===== src/rtl/pd_ctrl_pkg.sv =====
// Shared types and constants for the pd5 pipeline hazard/sequencing controller.
// Holds the controller state enum, forwarding-select encodings and the forwarding compare.
package pd_ctrl_pkg;

    localparam int REG_W = 5;

    typedef enum logic [1:0] {
        BOOT     = 2'd0,
        RUN      = 2'd1,
        MEM_WAIT = 2'd2
    } ctrl_state_t;

    localparam logic [1:0] FWD_RF = 2'b00;
    localparam logic [1:0] FWD_M  = 2'b01;
    localparam logic [1:0] FWD_W  = 2'b10;

    // M beats W because it holds the younger write; x0 is hardwired zero and never forwards.
    function automatic logic [1:0] fwd_sel(
        input logic [REG_W-1:0] rs,
        input logic [REG_W-1:0] rd_m,
        input logic             we_m,
        input logic [REG_W-1:0] rd_w,
        input logic             we_w
    );
        if (we_m && (rd_m != '0) && (rd_m == rs))
            return FWD_M;
        else if (we_w && (rd_w != '0) && (rd_w == rs))
            return FWD_W;
        else
            return FWD_RF;
    endfunction

endpackage


===== src/rtl/hazard_fwd_unit.sv =====
// X-stage operand forwarding select for both source operands.
// Latency: purely combinational. Backpressure: none, follows its inputs every cycle.
module hazard_fwd_unit
    import pd_ctrl_pkg::*;
(
    input  logic [REG_W-1:0] rs1_x,
    input  logic [REG_W-1:0] rs2_x,
    input  logic [REG_W-1:0] rd_m,
    input  logic             we_m,
    input  logic [REG_W-1:0] rd_w,
    input  logic             we_w,
    output logic [1:0]       fwd_a_x,
    output logic [1:0]       fwd_b_x
);

    always_comb begin
        fwd_a_x = fwd_sel(rs1_x, rd_m, we_m, rd_w, we_w);
        fwd_b_x = fwd_sel(rs2_x, rd_m, we_m, rd_w, we_w);
    end

endmodule


===== src/rtl/pipeline_ctrl.sv =====
// pd5 pipeline controller: boot hold, load-use stall, redirect flush, data-memory wait, perf counters.
// Latency: all outputs Mealy, zero-cycle; state/counters/mem_err update on the clock edge.
// Backpressure: an unready M access freezes F/D/X/M and bubbles W until mem_ready_m.
module pipeline_ctrl
    import pd_ctrl_pkg::*;
#(
    parameter int BOOT_CYCLES = 2,
    parameter int MEM_TIMEOUT = 16,
    parameter int CNT_W       = 32
) (
    input  logic             clock,
    input  logic             reset,
    input  logic [REG_W-1:0] rs1_d,
    input  logic [REG_W-1:0] rs2_d,
    input  logic             use_rs1_d,
    input  logic             use_rs2_d,
    input  logic [REG_W-1:0] rs1_x,
    input  logic [REG_W-1:0] rs2_x,
    input  logic [REG_W-1:0] rd_x,
    input  logic             we_x,
    input  logic             load_x,
    input  logic [REG_W-1:0] rd_m,
    input  logic             we_m,
    input  logic [REG_W-1:0] rd_w,
    input  logic             we_w,
    input  logic             br_taken_x,
    input  logic             mem_req_m,
    input  logic             mem_ready_m,
    output logic             stall_f,
    output logic             stall_d,
    output logic             stall_x,
    output logic             stall_m,
    output logic             flush_d,
    output logic             bubble_x,
    output logic             bubble_w,
    output logic [1:0]       fwd_a_x,
    output logic [1:0]       fwd_b_x,
    output logic [CNT_W-1:0] stall_cnt,
    output logic [CNT_W-1:0] flush_cnt,
    output logic             mem_err
);

    localparam int BC_W = (BOOT_CYCLES < 2) ? 1 : $clog2(BOOT_CYCLES + 1);
    localparam int WC_W = $clog2(MEM_TIMEOUT + 1);

    ctrl_state_t      state, state_nxt;
    logic [BC_W-1:0]  boot_cnt;
    logic [WC_W-1:0]  wait_cnt, wait_cnt_nxt;
    logic             boot_done;
    logic             mem_wait;
    logic             load_use;
    logic             flush_inc;
    logic [1:0]       fwd_a_raw, fwd_b_raw;

    hazard_fwd_unit u_fwd (
        .rs1_x   (rs1_x),
        .rs2_x   (rs2_x),
        .rd_m    (rd_m),
        .we_m    (we_m),
        .rd_w    (rd_w),
        .we_w    (we_w),
        .fwd_a_x (fwd_a_raw),
        .fwd_b_x (fwd_b_raw)
    );

    assign boot_done = (boot_cnt == BC_W'(BOOT_CYCLES - 1));
    assign mem_wait  = mem_req_m && !mem_ready_m;
    assign load_use  = load_x && we_x && (rd_x != '0) &&
                       ((use_rs1_d && (rs1_d == rd_x)) || (use_rs2_d && (rs2_d == rd_x)));
    assign fwd_a_x   = reset ? FWD_RF : fwd_a_raw;
    assign fwd_b_x   = reset ? FWD_RF : fwd_b_raw;

    always_comb begin
        state_nxt = state;
        stall_f   = 1'b0;
        stall_d   = 1'b0;
        stall_x   = 1'b0;
        stall_m   = 1'b0;
        flush_d   = 1'b0;
        bubble_x  = 1'b0;
        bubble_w  = 1'b0;
        flush_inc = 1'b0;
        if (reset) begin
            state_nxt = BOOT;
            stall_f   = 1'b1;
            flush_d   = 1'b1;
            bubble_x  = 1'b1;
        end else begin
            unique case (state)
                BOOT: begin
                    stall_f  = 1'b1;
                    flush_d  = 1'b1;
                    bubble_x = 1'b1;
                    if (boot_done)
                        state_nxt = RUN;
                end
                // MEM_WAIT shares RUN's decode: while unready the wait branch masks the redirect,
                // and the ready cycle behaves exactly like RUN.
                RUN, MEM_WAIT: begin
                    if (mem_wait) begin
                        state_nxt = MEM_WAIT;
                        stall_f   = 1'b1;
                        stall_d   = 1'b1;
                        stall_x   = 1'b1;
                        stall_m   = 1'b1;
                        bubble_w  = 1'b1;
                    end else begin
                        state_nxt = RUN;
                        if (br_taken_x) begin
                            flush_d   = 1'b1;
                            bubble_x  = 1'b1;
                            flush_inc = 1'b1;
                        end else if (load_use) begin
                            stall_f  = 1'b1;
                            stall_d  = 1'b1;
                            bubble_x = 1'b1;
                        end
                    end
                end
                default: state_nxt = BOOT;
            endcase
        end
    end

    always_comb begin
        wait_cnt_nxt = '0;
        if (state_nxt == MEM_WAIT) begin
            if (state != MEM_WAIT)
                wait_cnt_nxt = WC_W'(1);
            else if (wait_cnt != WC_W'(MEM_TIMEOUT))
                wait_cnt_nxt = wait_cnt + WC_W'(1);
            else
                wait_cnt_nxt = wait_cnt;
        end
    end

    always_ff @(posedge clock) begin
        if (reset) begin
            state     <= BOOT;
            boot_cnt  <= '0;
            wait_cnt  <= '0;
            stall_cnt <= '0;
            flush_cnt <= '0;
            mem_err   <= 1'b0;
        end else begin
            state    <= state_nxt;
            wait_cnt <= wait_cnt_nxt;
            if ((state == BOOT) && !boot_done)
                boot_cnt <= boot_cnt + BC_W'(1);
            if (stall_d)
                stall_cnt <= stall_cnt + CNT_W'(1);
            if (flush_inc)
                flush_cnt <= flush_cnt + CNT_W'(1);
            if ((state_nxt == MEM_WAIT) && (wait_cnt_nxt == WC_W'(MEM_TIMEOUT)))
                mem_err <= 1'b1;
        end
    end

endmodule


===== config.mk =====
export PLATFORM = sky130hd
export DESIGN_NAME = pipeline_ctrl
export DESIGN_NICKNAME = d
export VERILOG_FILES = /design/src/rtl/pd_ctrl_pkg.sv /design/src/rtl/hazard_fwd_unit.sv /design/src/rtl/pipeline_ctrl.sv
export SDC_FILE = /design/constraint.sdc
export NUM_CORES = 1
export LEC_CHECK = 0
export BUFFER_PORTS_ARGS = -buffer_cell sky130_fd_sc_hd__buf_2
export CAP_MARGIN = 0
export CORE_MARGIN = 2
export CORE_UTILIZATION = 52
export CTS_CLUSTER_DIAMETER = 100
export DETAILED_ROUTE_END_ITERATION = 12
export PLACE_DENSITY = 0.81
export SLEW_MARGIN = 20
export SYNTH_ARGS = -nofsm -noshare
export SYNTH_HDL_FRONTEND = slang
export SYNTH_HIERARCHICAL = 1
export SYNTH_SLANG_ARGS = --single-unit

===== constraint.sdc =====
create_clock -name clock -period 2.32 [get_ports clock]
set_input_delay 0.232 -clock clock [delete_from_list [all_inputs] [get_ports clock]]
set_output_delay 0.232 -clock clock [all_outputs]
set_load 0.01 [all_outputs]

==> flow_metrics.env, run 1 <==
export IMPL_crit_required_ns=2.09
export IMPL_final_hold_viol_count=0
export IMPL_vias=3970
export IMPL_track_usage_pct=24.54
export IMPL_path_common_cell="inv_1"
export IMPL_die_x_um=91.46
export IMPL_grt_pass1_wl_mm=16.97
export IMPL_synth_xor_area_share_pct=14.09
export IMPL_final_cell_mix="buf_2, dfxtp_1, nor2_1"
export IMPL_path_buf_inv=3
export IMPL_tns_ns=0
export IMPL_io_buffers=121
export IMPL_drt_iter0_drc=191
export IMPL_cts_hold_buf=0
export IMPL_synth_main_ff_cell="dfxtp_1"
export IMPL_drt_antenna_violating_nets=0
export IMPL_clockBufferDepth=2
export IMPL_dpl_cell_area_um2=4673
export IMPL_synth_top_family_by_area="simple AND/OR/NAND/NOR gates"
export IMPL_syn_area_per_cell_um2=8.445
export IMPL_gp_congestion=0.8429
export IMPL_multi_input_area_um2=2354
export IMPL_synth_simple_area_share_pct=29.63
export IMPL_finalMaxSlewViolations=0
export IMPL_wl_mm=10.14
export IMPL_clock_fmax_mhz=456.6
export IMPL_cp_cell_sequence="inv_1 -> ha_4 -> nand3b_1 -> inv_1 -> a41oi_4 -> nor2b_1 -> o21bai_1 -> buf_2"
export IMPL_final_seq_area_um2=1483
export IMPL_hpwl_mm=7.196
export IMPL_finalClockSkew_ns=0.01520
export IMPL_synth_compound_area_share_pct=11.48
export IMPL_ys_seq_elements=74
export IMPL_crit_family="flip-flops"
export IMPL_cp_start_kind="register"
export IMPL_fin_cells=698
export IMPL_via_per_inst=5.688
export IMPL_hold_depth=3
export IMPL_crit_type="reg -> out"
export IMPL_placementRows=31
export IMPL_core_area_um2=7331
export IMPL_min_path_type="in -> reg"
export IMPL_synth_seq_area_share_pct=37.24
export IMPL_ys_async_sr_fraction_pct=0
export IMPL_synth_area_um2=3978
export IMPL_antenna_found_initial=0
export IMPL_syn_num_nets=525
export IMPL_netlist_instances=471
export IMPL_cts_tree="built"
export IMPL_clkSlewWorstSetupHoldPaths_ns=0.07
export IMPL_cp_depth=8
export IMPL_root_buffer="clkbuf_8"
export IMPL_fin_crit_ns=2.190
export IMPL_arrival_ns=1.96
export IMPL_rsz0062_at_grt="false"
export IMPL_min_period_over_period_pct=94.41
export IMPL_layout_nets=649
export IMPL_worstMarginPinSlew_ns=0.4463
export IMPL_dieArea_um2=8365
export IMPL_stdcell_area_um2=4977
export IMPL_synthMuxAreaShare_pct=1.132
export IMPL_dr_pass1_iters=5
export IMPL_power_density_nw_per_um2=615.7
export IMPL_first_global_vias=3829
export IMPL_n_fill_cell=584
export IMPL_crit_fanout=6
export IMPL_p_leak_nw=2.092
export IMPL_synth_edff_count=0
export IMPL_yosysWarnings=6
export IMPL_synth_cell_types=48
export IMPL_status="complete, no violations"
export IMPL_peakVddDrop_v=0.0003771
export IMPL_routedWlPerCell_um=14.53
export IMPL_grt_start_max_net_pins=46
export IMPL_critical_path_slowest_cell="dfxtp_1"
export IMPL_final_common_cell="buf_2"
export IMPL_cap_violations=0
export IMPL_cts_sinks=74
export IMPL_area_growth_pct=25.13
export IMPL_slew_limit_headroom_pct=70.13
export IMPL_rr_worst_depth=9
export IMPL_cts_buffers_inserted=9
export IMPL_dp_cells=679
export IMPL_synth_fa_ha_area_share_pct=2.517
export IMPL_htree_levels=3
export IMPL_setup_viol=0
export IMPL_initial_core_util_pct=54.26
export IMPL_io_pins=122
export IMPL_drc=0
export IMPL_drive_gt1_share_pct=26.88
export IMPL_insertion_delay_ns=0.34
export IMPL_max_stage_delay_ns=0.39
export IMPL_die_height_um=91.46
export IMPL_crit_path_end_kind="primary output"
export IMPL_grt_overflow=0
export IMPL_antenna_cells=0
export IMPL_utilization_pct=67.90
## timing repair
item / in CTS / in global routing
pin swaps: 0 / 1
resized for setup: 1 / 2
hold endpoints to repair: 0 / 0
buffers inserted: 0 / 2
setup endpoints to repair: 1 / 7
gates cloned: 1 / 1
## final cells by class
cell class | count | area share, %
Multi-Input combinational cell | 366 | 47.29
Sequential cell | 74 | 29.79
Clock buffer | 11 | 2.841
Clock inverter | 4 | 1.533
Timing Repair Buffer | 135 | 15.38
Inverter | 9 | 0.6787
Tap cell | 99 | 2.489
## worst reg2reg max path: cells and delay by family, from the launching register on
family          cells  cell delay, ns
compound gates      2            0.22
simple gates        2            0.63
fa+ha+maj           1            0.32
buf+inv             4            0.56
flops               1            0.39
## state kept, by name, indices dropped and copies added, names as in the netlist
name / flops
stall_cnt: 32
boot_cnt: 2
wait_cnt: 5
state: 2
mem_err: 1
flush_cnt: 32
## cell families after synthesis
kind of cell | after synthesis
and+or+nand+nor | 213
AOI/OAI and AO/OA | 77
DFF | 74
xor gates and xnor gates | 64
buffers and inverters | 31
adders and majority gates | 8
muxes | 4
## power breakdown
group	internal, W	switching, W
clock network	0.000632	0.000467
registers	0.00131	0.0000295
logic	0.000292	0.000336
## per-layer routing
layer  GRT usage (%)  part of all wire [%]
met1           28.91                    43
met3           4.979                   6.0
met2           41.73                    48
met5               0                     0
met4           13.13                   2.7
## cells in the mapped netlist, types with 2 or more instances
library cell  number  area share, %
nand3_1           34            4.3
nand3b_1           2           0.38
xor2_1            32            7.0
xnor2_1           32            7.0
ha_1               8            2.5
nor3_4             2           0.82
buf_4              2           0.38
nand2_1           25            2.4
o21ai_0           26            3.3
dfxtp_1           74             37
and4_1            11            2.4
clkbuf_1           9           0.85
a211oi_1           2           0.38
a21oi_1           35            4.4
o21bai_1           2           0.38
nor2b_1            7            1.1
nor4_1             4           0.63
nor2_1            48            4.5
inv_1              9           0.85
nor3_1             3           0.38
mux2i_1            3           0.75
or4_1              7            1.3
buf_1              4           0.38
and3_1            10            1.6
o31ai_1            5           0.94
buf_6              2           0.57
nand4_1           20            3.1
or3_1             27            4.2
and2_1             5           0.79
buf_2              3           0.38
## final timing paths
path                        end  startpoint  slack [ns]
setup / recovery        stall_f    state[1]        0.13
hold / removal         state[1]   mem_req_m        0.32
setup reg to reg  stall_cnt[24]    state[1]        0.15
hold reg to reg         mem_err     mem_err        0.45
## metrics by stage
stage	setup slack [ns]	power, W	hold WS [ns]
2_1_floorplan	0.4086	0.001738	0.3334
3_5_place_dp	0.1955	0.001898	0.4439
4_1_cts	0.04316	0.003019	0.2804
5_1_grt	0.02120	0.003209	0.3322
3_3_place_gp	0.2436	0.001868	0.4342
6_report	0.1297	0.003064	0.3166
Power figures use the tool's default switching activity.
==> inputs of run 2 (changes only) <==
--- a/config.mk
+++ b/config.mk
@@ -7,11 +7,14 @@
 export LEC_CHECK = 0
 export BUFFER_PORTS_ARGS = -buffer_cell sky130_fd_sc_hd__buf_2
 export CAP_MARGIN = 0
+export CELL_PAD_IN_SITES_DETAIL_PLACEMENT = 1
+export CELL_PAD_IN_SITES_GLOBAL_PLACEMENT = 1
 export CORE_MARGIN = 2
-export CORE_UTILIZATION = 52
+export CORE_UTILIZATION = 38
 export CTS_CLUSTER_DIAMETER = 100
 export DETAILED_ROUTE_END_ITERATION = 12
-export PLACE_DENSITY = 0.81
+export GPL_ROUTABILITY_DRIVEN = 0
+export PLACE_DENSITY_LB_ADDON = 0.1
 export SLEW_MARGIN = 20
 export SYNTH_ARGS = -nofsm -noshare
 export SYNTH_HDL_FRONTEND = slang
==> flow_metrics.env, run 2 (synthesized netlist as in run 1, its figures left out) <==
export IMPL_finalMaxSlewViolations=0
export IMPL_vias=3912
export IMPL_max_stage_delay_ns=0.36
export IMPL_min_period_over_period_pct=96.39
export IMPL_min_to="state[1]"
export IMPL_drive_gt1_share_pct=28.13
export IMPL_rr_worst_depth=9
export IMPL_fin_crit_ns=2.236
export IMPL_clock_fmax_mhz=447.2
export IMPL_worstMarginPinSlew_ns=0.4347
export IMPL_finalClockSkew_ns=0.006880
export IMPL_layout_nets=657
export IMPL_insertion_delay_ns=0.34
export IMPL_hold_depth=3
export IMPL_final_hold_viol_count=0
export IMPL_drt_iter0_drc=96
export IMPL_peakVddDrop_v=0.0003004
export IMPL_regToRegStartpoint="state[1]"
export IMPL_min_path_type="in -> reg"
export IMPL_initial_core_util_pct=38.88
export IMPL_grt_overflow=0
export IMPL_drc=0
export IMPL_cts_tree="built"
export IMPL_io_pins=122
export IMPL_slew_limit_headroom_pct=70.91
export IMPL_grt_met1_usage_pct=26.80
export IMPL_power_density_nw_per_um2=623.3
export IMPL_clockBufferDepth=2
export IMPL_final_common_cell="buf_2"
export IMPL_setup_viol=0
export IMPL_grt_use_met2_pct=34.98
export IMPL_grt_start_max_net_pins=41
export IMPL_die_x_um=106.3
export IMPL_antenna_cells=0
export IMPL_crit_path_end_kind="primary output"
export IMPL_cts_sinks=74
export IMPL_crit_required_ns=2.09
export IMPL_grt_use_met3_pct=4.598
export IMPL_core_area_um2=10230
export IMPL_grt_pass1_wl_mm=19.11
export IMPL_cp_start_kind="register"
export IMPL_clkSlewWorstSetupHoldPaths_ns=0.08
export IMPL_final_cell_mix="buf_2, dfxtp_1, nor2_1"
export IMPL_r2r_setup_slack_ns=0.14
export IMPL_routedWlPerCell_um=15.47
export IMPL_crit_family="flip-flops"
export IMPL_path_common_cell="inv_1"
export IMPL_pre_cts_ws_ns=0.1253
export IMPL_crit_fanout=6
export IMPL_hpwl_mm=8.110
export IMPL_htree_levels=3
export IMPL_via_per_inst=5.258
export IMPL_track_usage_pct=20.82
export IMPL_dr_pass1_iters=4
export IMPL_cts_buffers_inserted=9
export IMPL_critical_path_slowest_cell="dfxtp_1"
export IMPL_arrival_ns=2.00
export IMPL_cap_violations=0
export IMPL_antenna_found_initial=0
export IMPL_first_global_vias=4009
export IMPL_drt_antenna_violating_nets=0
export IMPL_cts_hold_buf=0
export IMPL_dieArea_um2=11300
export IMPL_grt_busiest_layer="met2"
export IMPL_die_height_um=106.3
export IMPL_area_growth_pct=28.59
export IMPL_crit_type="reg -> out"
export IMPL_worst_slack_ns=0.08365
export IMPL_root_buffer="clkbuf_8"
export IMPL_io_buffers=121
export IMPL_path_buf_inv=3
export IMPL_whs_ns=0.2991
export IMPL_reg_largest_list="flush_cnt (32), stall_cnt (32), wait_cnt (5)"
export IMPL_min_from="mem_ready_m"
export IMPL_worstReg2RegEnd="stall_cnt[25]"
export IMPL_wl_mm=11.51
export IMPL_tns_ns=0
export IMPL_placementRows=37
export IMPL_p_leak_nw=2.154
export IMPL_cp_cell_sequence="inv_1 -> ha_4 -> nand3b_1 -> inv_1 -> a41oi_4 -> nor2b_1 -> o21bai_1 -> buf_2"
export IMPL_status="complete, no violations"
-- run 2: cell type report --
class	instances	area, um2
clock buffers	12	165.2
flip-flops and latches	74	1481
repair buffers	143	833.3
clock inverters	4	72.57
inverters	9	33.78
well taps	136	170.2
fillers	1283	5116
multi-input cells	366	2359
-- run 2: where the power goes --
part	internal, W	switching [W]	total, W
Combinational	0.000321	0.000346	0.000667
Sequential	0.00131	0.0000291	0.00133
Clock	0.000693	0.000494	0.00119
-- run 2: what timing repair did --
| action | 4_1_cts | 5_1_grt |
|---|---|---|
| endpoints found under the hold margin | 0 | 0 |
| setup buffers | 0 | 6 |
| pin swaps | 1 | 1 |
| setup endpoints to repair | 1 | 6 |
| cloned | 2 | 0 |
| gates resized for setup | 1 | 2 |
-- run 2: per-stage QoR --
step,cells,area (um2),utilization (%),power [W]
2_1_floorplan,471,3978,-,0.001738
3_3_place_gp,720,4750,46.42,0.001887
3_5_place_dp,720,4750,46.42,0.001916
4_1_cts,738,5055,49.41,0.003161
5_1_grt,744,5115,49.99,0.003349
6_report,744,5115,49.99,0.003188
-- run 2: worst max-delay path by stage --
stage                     cells after the start       endpoint      from  slack, ns
after CTS                                     8        stall_d  state[1]     0.0005
after detailed placement                      7  flush_cnt[20]  state[1]       0.13
final                                         8        stall_f  state[0]       0.08
after global routing                          8        stall_f  state[1]      -0.02
after global placement                        7  stall_cnt[13]   rd_x[0]       0.22
after floorplan                               8   stall_cnt[7]  state[1]       0.41
-- run 2: per-layer routing --
metal  share of wire, %  up-vias  wire length (um)
li1                   -     1931                 -
met1                 47     1874              5354
met2                 47       97              5404
met3                5.5       10               638
met4               0.96        0               111
met5                  0        -                 0
-- run 2: worst min-delay path, delay by kind of cell --
family          cells  cell delay, ns
buf+inv             1            0.08
compound gates      1            0.11
simple gates        1            0.16
==> inputs of run 3 (changes only) <==
--- a/config.mk
+++ b/config.mk
@@ -5,7 +5,7 @@
 export SDC_FILE = /design/constraint.sdc
 export NUM_CORES = 1
 export LEC_CHECK = 0
-export BUFFER_PORTS_ARGS = -buffer_cell sky130_fd_sc_hd__buf_2
+export BUFFER_PORTS_ARGS = -buffer_cell sky130_fd_sc_hd__buf_4
 export CAP_MARGIN = 0
 export CELL_PAD_IN_SITES_DETAIL_PLACEMENT = 1
 export CELL_PAD_IN_SITES_GLOBAL_PLACEMENT = 1
==> flow_metrics.env, run 3 (synthesized netlist as in run 1, its figures left out) <==
export IMPL_grt_overflow=0
export IMPL_reg_largest_list="flush_cnt (32), stall_cnt (32), wait_cnt (5)"
export IMPL_root_buffer="clkbuf_8"
export IMPL_vias=3940
export IMPL_setup_worst_path_start="state[0]"
export IMPL_peakVddDrop_v=0.0003090
export IMPL_setup_viol=0
export IMPL_slew_limit_headroom_pct=64.13
export IMPL_cts_buffers_inserted=9
export IMPL_r2r_setup_slack_ns=0.20
export IMPL_drt_antenna_violating_nets=0
export IMPL_drt_iter0_drc=140
export IMPL_drive_gt1_share_pct=28.10
export IMPL_worstReg2RegEnd="stall_cnt[24]"
export IMPL_layout_nets=654
export IMPL_antenna_found_initial=0
export IMPL_min_period_over_period_pct=93.73
export IMPL_finalClockSkew_ns=0.01427
export IMPL_status="complete, no violations"
export IMPL_track_usage_pct=20.64
export IMPL_placementRows=37
export IMPL_worstMarginPinSlew_ns=0.5380
export IMPL_crit_fanout=6
export IMPL_first_global_vias=3930
export IMPL_crit_path_end="stall_f"
export IMPL_clock_fmax_mhz=459.9
export IMPL_grt_pass1_wl_mm=19.00
export IMPL_final_common_cell="buf_4"
export IMPL_area_growth_pct=35.29
export IMPL_dp_cells=720
export IMPL_cp_start_kind="register"
export IMPL_min_path_type="in -> reg"
export IMPL_power_density_nw_per_um2=587.2
export IMPL_pre_cts_ws_ns=0.1816
export IMPL_die_x_um=106.3
export IMPL_grt_start_max_net_pins=52
export IMPL_crit_type="reg -> out"
export IMPL_tns_ns=0
export IMPL_rsz0062_at_grt="false"
export IMPL_clkSlewWorstSetupHoldPaths_ns=0.09
export IMPL_cts_tree="built"
export IMPL_regToRegStartpoint="state[0]"
export IMPL_utilization_pct=52.60
export IMPL_initial_core_util_pct=38.88
export IMPL_antenna_cells=0
export IMPL_final_cell_mix="buf_4, dfxtp_1, nor2_1"
export IMPL_hpwl_mm=8.167
export IMPL_cap_violations=0
export IMPL_io_buffers=121
export IMPL_cts_sinks=74
export IMPL_insertion_delay_ns=0.36
export IMPL_dieArea_um2=11300
export IMPL_p_leak_nw=2.172
export IMPL_crit_required_ns=2.09
export IMPL_wl_mm=11.58
export IMPL_dr_pass1_iters=4
export IMPL_via_per_inst=5.317
export IMPL_drc=0
export IMPL_die_height_um=106.3
export IMPL_arrival_ns=1.94
export IMPL_fin_cells=741
export IMPL_fin_crit_ns=2.175
export IMPL_finalMaxSlewViolations=0
export IMPL_final_hold_viol_count=0
export IMPL_routedWlPerCell_um=15.63
export IMPL_htree_levels=3
export IMPL_crit_path_end_kind="primary output"
export IMPL_io_pins=122
export IMPL_rr_worst_depth=8
export IMPL_core_area_um2=10230
export IMPL_worst_slack_ns=0.1454
export IMPL_clockBufferDepth=2
==> run 3: cell types whose count changed in the layout (fill, tap and decap cells not counted), sizes merged <==
| cell | before | now |
|---|---|---|
| buf | 141 | 138 |
| clkbuf | 12 | 10 |
| clkinv | 1 | 2 |
| inv | 9 | 10 |
==> run 3: area by class of cell <==
| cell class | count | area [um2] |
|---|---|---|
| multi-input combinational | 366 | 2362 |
| clock inverter | 6 | 90.09 |
| fill | 1255 | 4850 |
| timing repair buffer | 140 | 1114 |
| tap | 136 | 170.2 |
| inverter | 9 | 33.78 |
| sequential | 74 | 1484 |
| clock buffer | 10 | 127.6 |
==> run 3: stage by stage <==
stage          power [W]  cell area, um2  hold WS, ns
6_report        0.003160            5381       0.1025
4_1_cts         0.003150            5353      0.08918
3_5_place_dp    0.001942            5052       0.4552
2_1_floorplan   0.001738            3978       0.3334
3_3_place_gp    0.001921            5052       0.4584
5_1_grt         0.003325            5381      0.09798
==> run 3: critical path: stages, from the launching register on <==
cell and delay [ns]:
dfxtp_2 0.35, inv_1 0.08, ha_4 0.27, nand3b_1 0.10
inv_1 0.07, a41oi_4 0.28, nor2b_4 0.20, o21bai_1 0.07
buf_4 0.15
==> run 3: timing repair <==
action,4_1_cts,5_1_grt
resized for setup,1,6
setup buffers,2,1
pin swaps,0,1
hold buffers,0,0
endpoints found under the setup margin,1,10
cloned,2,0
==> run 3: worst min path at each step <==
stage	start	to	cells after the start
after floorplan	reset	state[1]	1
after global placement	mem_err	mem_err	2
after detailed placement	mem_err	mem_err	2
after CTS	reset	state[1]	2
after global routing	reset	state[1]	2
final	reset	state[1]	2
==> run 3: metal layers <==
metal  vias up  routed length, um  GRT usage [%]
li1       1934                  -              -
met1      1887               5225          26.10
met2       103               5559          35.03
met3        16                664          5.518
met4         0                133          4.887
met5         -                  0              0
==> run 3: power by group <==
group	switching [W]	internal (W)	total [W]
logic	0.000329	0.000351	0.000680
registers	0.0000326	0.00131	0.00134
clock network	0.000529	0.000610	0.00114
total	0.000890	0.00227	0.00316
